## src/rtl/dense_weight_dot_accumulator.sv

```systemverilog
// Joins activation and weight beats, multiplies lane-wise, accumulates IN_DEPTH beats into one signed dot product.
// Result is registered one cycle after the last beat. Define DOT_ACC_OUT_SAT_EN to saturate instead of wrap.
module dense_weight_dot_accumulator #(
  parameter int DATA_IN_WIDTH = 16,
  parameter int DATA_IN_FRAC  = 3,
  parameter int WEIGHT_WIDTH  = 16,
  parameter int WEIGHT_FRAC   = 3,
  parameter int PARALLELISM   = 4,
  parameter int IN_DEPTH      = 8,
  parameter int OUT_WIDTH     = 32,
  parameter int ACC_WIDTH     = DATA_IN_WIDTH + WEIGHT_WIDTH + $clog2(PARALLELISM * IN_DEPTH) + 1
) (
  input  logic                                   clk,
  input  logic                                   rst,
  input  logic [PARALLELISM*DATA_IN_WIDTH-1:0]   data_in,
  input  logic                                   data_in_valid,
  output logic                                   data_in_ready,
  input  logic [PARALLELISM*WEIGHT_WIDTH-1:0]    weight,
  input  logic                                   weight_valid,
  output logic                                   weight_ready,
  output logic [OUT_WIDTH-1:0]                   data_out,
  output logic                                   data_out_valid,
  input  logic                                   data_out_ready
);

  localparam int PW    = DATA_IN_WIDTH + WEIGHT_WIDTH;
  localparam int CNT_W = (IN_DEPTH > 1) ? $clog2(IN_DEPTH) : 1;
  localparam logic [CNT_W-1:0] LAST_CNT = CNT_W'(IN_DEPTH - 1);

  if (DATA_IN_FRAC + WEIGHT_FRAC >= OUT_WIDTH) begin : g_bad_frac
    $error("output fraction bits must fit inside OUT_WIDTH");
  end

  logic [CNT_W-1:0]            cnt;
  logic signed [ACC_WIDTH-1:0] acc;
  logic signed [ACC_WIDTH-1:0] partial;
  logic signed [ACC_WIDTH-1:0] sum_next;
  logic [OUT_WIDTH-1:0]        fmt_out;
  logic signed [PW-1:0]        prod [PARALLELISM];
  logic                        last_beat;
  logic                        can_accept;
  logic                        fire;

  for (genvar gi = 0; gi < PARALLELISM; gi++) begin : g_lane
    logic signed [PW-1:0] a_ext;
    logic signed [PW-1:0] w_ext;
    assign a_ext    = PW'($signed(data_in[gi*DATA_IN_WIDTH +: DATA_IN_WIDTH]));
    assign w_ext    = PW'($signed(weight[gi*WEIGHT_WIDTH +: WEIGHT_WIDTH]));
    assign prod[gi] = a_ext * w_ext;
  end

  always_comb begin
    partial = '0;
    for (int i = 0; i < PARALLELISM; i++) begin
      partial = partial + ACC_WIDTH'(prod[i]);
    end
  end

  assign sum_next = acc + partial;

  if (OUT_WIDTH >= ACC_WIDTH) begin : g_fmt_ext
    assign fmt_out = OUT_WIDTH'(sum_next);
  end else begin : g_fmt_narrow
`ifdef DOT_ACC_OUT_SAT_EN
    localparam logic signed [ACC_WIDTH-1:0] SAT_MAX =
      {{(ACC_WIDTH-OUT_WIDTH+1){1'b0}}, {(OUT_WIDTH-1){1'b1}}};
    localparam logic signed [ACC_WIDTH-1:0] SAT_MIN =
      {{(ACC_WIDTH-OUT_WIDTH+1){1'b1}}, {(OUT_WIDTH-1){1'b0}}};
    always_comb begin
      if (sum_next > SAT_MAX)      fmt_out = SAT_MAX[OUT_WIDTH-1:0];
      else if (sum_next < SAT_MIN) fmt_out = SAT_MIN[OUT_WIDTH-1:0];
      else                         fmt_out = sum_next[OUT_WIDTH-1:0];
    end
`else
    assign fmt_out = sum_next[OUT_WIDTH-1:0];
`endif
  end

  // Only a last beat needs the output register free; earlier beats keep flowing under a held result.
  assign last_beat     = (cnt == LAST_CNT);
  assign can_accept    = !(last_beat && data_out_valid && !data_out_ready);
  assign data_in_ready = weight_valid & can_accept;
  assign weight_ready  = data_in_valid & can_accept;
  assign fire          = data_in_valid & weight_valid & can_accept;

  always_ff @(posedge clk) begin
    if (rst) begin
      cnt            <= '0;
      acc            <= '0;
      data_out       <= '0;
      data_out_valid <= 1'b0;
    end else begin
      if (data_out_valid && data_out_ready) data_out_valid <= 1'b0;
      if (fire) begin
        if (last_beat) begin
          data_out       <= fmt_out;
          data_out_valid <= 1'b1;
          acc            <= '0;
          cnt            <= '0;
        end else begin
          acc <= sum_next;
          cnt <= cnt + 1'b1;
        end
      end
    end
  end

endmodule
```

## config.mk

```make
export PLATFORM = sky130hd
export DESIGN_NAME = dense_weight_dot_accumulator
export DESIGN_NICKNAME = d
export VERILOG_FILES = /design/src/rtl/dense_weight_dot_accumulator.sv
export SDC_FILE = /design/constraint.sdc
export NUM_CORES = 2
export LEC_CHECK = 0
export ABC_AREA = 1
export BUFFER_PORTS_ARGS = -buffer_cell sky130_fd_sc_hd__buf_2
export CAP_MARGIN = 10
export CELL_PAD_IN_SITES_DETAIL_PLACEMENT = 1
export CELL_PAD_IN_SITES_GLOBAL_PLACEMENT = 1
export CORE_MARGIN = 5
export CORE_UTILIZATION = 55
export DETAILED_ROUTE_END_ITERATION = 6
export PLACE_DENSITY = 0.91
export SYNTH_ARGS = -nofsm -noshare
export SYNTH_HDL_FRONTEND = slang
export SYNTH_SLANG_ARGS = --single-unit
```

## constraint.sdc

```tcl
create_clock -name clk -period 33.2 [get_ports clk]
set_input_delay 9.96 -clock clk [delete_from_list [all_inputs] [get_ports clk]]
set_output_delay 9.96 -clock clk [all_outputs]
set_load 0.01 [all_outputs]
```

==> flow_metrics.py <==
metrics = {
    "clock_tree": {
        "clk_pin_slew_ns": 0.06,
        "cts_sinks": 68,
        "clk_latency_ns": 0.37,
        "cts_buffer_depth": 2,
        "cts_setup_buffers": 0,
        "cts.hold.buffers_added": 0,
        "cts-resized-gates": 0,
        "numCtsBuffers": 9,
        "htree_levels": 3,
        "root_buffer": "clkbuf_16",
        "cts_tree": "yes",
    },
    "yosys": {
        "synthArstFlopShare": 0,
        "synthCells": 5428,
        "netlist_area_um2": 45080,
        "yosysSeqAreaShare": 0.03020,
        "yosys_most_used_dff": "dfxtp_1",
        "synth_edf_count": 0,
        "syn_avg_cell_area_um2": 8.305,
        "synth-seq-cells": 68,
        "synthesis.nets": 7101,
        "ys_types": 34,
        "ys.warnings.count": 0,
    },
    "floorplanning": {
        "num_rows": 105,
        "initial_core_util": 0.5516,
        "dieArea_um2": 87780,
        "die_w_um": 296.3,
        "ios": 168,
        "die_h_um": 296.3,
        "core_um2": 81720,
    },
    "routing": {
        "routedWlPerCell_um": 30.80,
        "ant_nets": 0,
        "dr.pass1.iters": 7,
        "top_layer_used": "met5",
        "drtIter0Drc": 3959,
        "wl_met2_mm": 92.13,
        "wl_met3_mm": 22.98,
        "vias": 39220,
        "drc": 1,
        "viasPerCell": 6.063,
        "finalWirelength_mm": 199.2,
        "drt-met1-wl_mm": 57.70,
    },
    "finish": {
        "stdcell_count": 6469,
        "layout.nets": 7046,
        "areaGrowthSynthToFinish_pct": 3.808,
        "nFillCells": 9844,
        "final_area_um2": 46790,
        "fin_util": 0.5727,
        "drive_gt1_frac": 0.04481,
    },
    "critical_path": {
        "path_max_fanout": 2,
        "worstPathArrival_ns": 10.71,
        "cp-start-kind": "input pin",
        "critPathKind": "in2out",
        "critPathCaptureType": "output port",
        "critPathRequiredTime_ns": 23.24,
    },
    "sta": {
        "slew_headroom": 0.2657,
        "max_freq_mhz": 48.39,
        "final.min_clock_period_ns": 20.67,
        "skew_ns": 0.01836,
        "setup_tns_ns": 0,
        "finalCritPeriodShare": 0.6225,
        "rsz0062_at_grt": "no",
        "setup_viol": 0,
        "worst_pin_slew_ns": 1.100,
        "hold_viol_final": 0,
        "maxSlewViolCount": 0,
    },
    "grt": {
        "grt-ovfl-total": 0,
        "antenna_found_initial": 16,
        "gr-usage-all-layers": 0.4290,
        "grt_max_degree": 43,
        "grt_pass1_wl_mm": 277.8,
        "grt_pass1_vias": 46220,
    },
    "placed_design": {
        "dp_hpwl_mm": 145.1,
        "place_inst": 6430,
        "place_area_um2": 46370,
        "port_buffers": 167,
        "place_congestion": 0.9227,
    },
    "outcome": {
        "status": "finished, violations left",
        "failed_checks": "design-rule violations",
    },
    "hold_path": {
        "hp-class": "reg2reg",
    },
    "flow_run": {
        "maxCapViolCount": 0,
    },
}
## registers in the layout (all words and copies together) (netlist names)
register,flops
acc,32
data_out_valid,1
data_out,32
cnt,3
## cell usage in the layout (no fill, tap or decap), types with 2 or more instances in the layout
cell type / synthesis / final
inv_1: 1991 / 1990
fa_1: 1250 / 1250
nand2_1: 1228 / 1228
ha_1: 290 / 290
buf_2: 8 / 167
nor2_1: 81 / 81
a21oi_1: 68 / 68
dfxtp_1: 68 / 68
o21ai_0: 44 / 44
or2_2: 34 / 34
xor2_1: 24 / 24
nand3_1: 22 / 22
diode_2: 0 / 21
xnor2_1: 17 / 17
o21bai_1: 16 / 16
clkbuf_16: 0 / 9
nand2_2: 8 / 8
o211ai_1: 8 / 8
nand3b_1: 7 / 7
nand4_1: 5 / 5
a21o_1: 5 / 5
o21a_1: 4 / 4
clkinv_2: 1 / 3
a211oi_1: 3 / 3
a31oi_1: 3 / 3
nand3_2: 3 / 3
inv_2: 2 / 2
a21oi_2: 2 / 2
bufinv_16: 0 / 2
clkinv_4: 0 / 2
buf_4: 0 / 2
## synthesized netlist by cell type (all sizes together), types with 16 or more instances
library cell / number / area (um2)
xnor2: 17 / 148.9
nor2: 82 / 310.3
o21ai: 45 / 229.0
fa: 1250 / 25020
inv: 1993 / 7481
xor2: 24 / 210.2
a21oi: 70 / 357.8
dfxtp: 68 / 1361
ha: 290 / 3628
or2: 35 / 219.0
o21bai: 16 / 120.1
nand3: 25 / 140.1
nand2: 1236 / 4659
clkbuf: 229 / 859.6
## through the flow
step	worst slack [ns]	hold WS [ns]
after detailed placement	12.69	0.4617
after global routing	12.50	0.5058
after global placement	12.72	0.4498
after floorplan	12.95	0.4434
after CTS	12.57	0.4933
final	12.53	0.4961
## critical path: stages
cell and delay [ns]:
buf_2 0.11, nor2_1 0.19, nand2_1 0.11, inv_1 0.11, nor2_1 0.09, buf_2 0.15
## final timing paths
kind | startpoint | to | slack (ns) | depth (start not counted)
worst max-delay path | data_out_ready | weight_ready | 12.53 | 6
worst min-delay path | acc[1] | acc[1] | 0.50 | 2
worst max register to register | acc[15] | acc[24] | 25.16 | 26
worst min register to register | acc[1] | acc[1] | 0.50 | 2
## cell type report
| type | count | area [um2] | area share |
|---|---|---|---|
| diodes | 21 | 52.55 | 0.001123 |
| flip-flops and latches | 68 | 1361 | 0.02909 |
| inverters | 1994 | 7486 | 0.1600 |
| repair buffers | 171 | 898.4 | 0.01920 |
| clock buffers | 10 | 239.0 | 0.005107 |
| multi-input cells | 3129 | 35330 | 0.7550 |
| well taps | 1070 | 1339 | 0.02861 |
| clock inverters | 6 | 87.58 | 0.001872 |
## routing by layer
metal  vias up  GRT usage
met1     19430     0.4360
li1      14510          -
met2      3475     0.7302
met3      1801     0.1246
met5         -          0
met4         8     0.3573
## cells by family (layout without fill, tap and decap cells)
group,Yosys count,after routing,share of synthesized area
flip-flops,68,68,0.03020
AO/OA/AOI/OAI,156,156,0.01979
other,0,21,0
XOR/XNOR,41,41,0.007966
AND/OR/NAND/NOR,1392,1392,0.1204
buffers and inverters,2231,2181,0.1860
adder cells (fa/ha/maj),1540,1540,0.6356
Power is not shown: default switching activity piles up to over one toggle a cycle in this logic, so the estimate is an artifact.
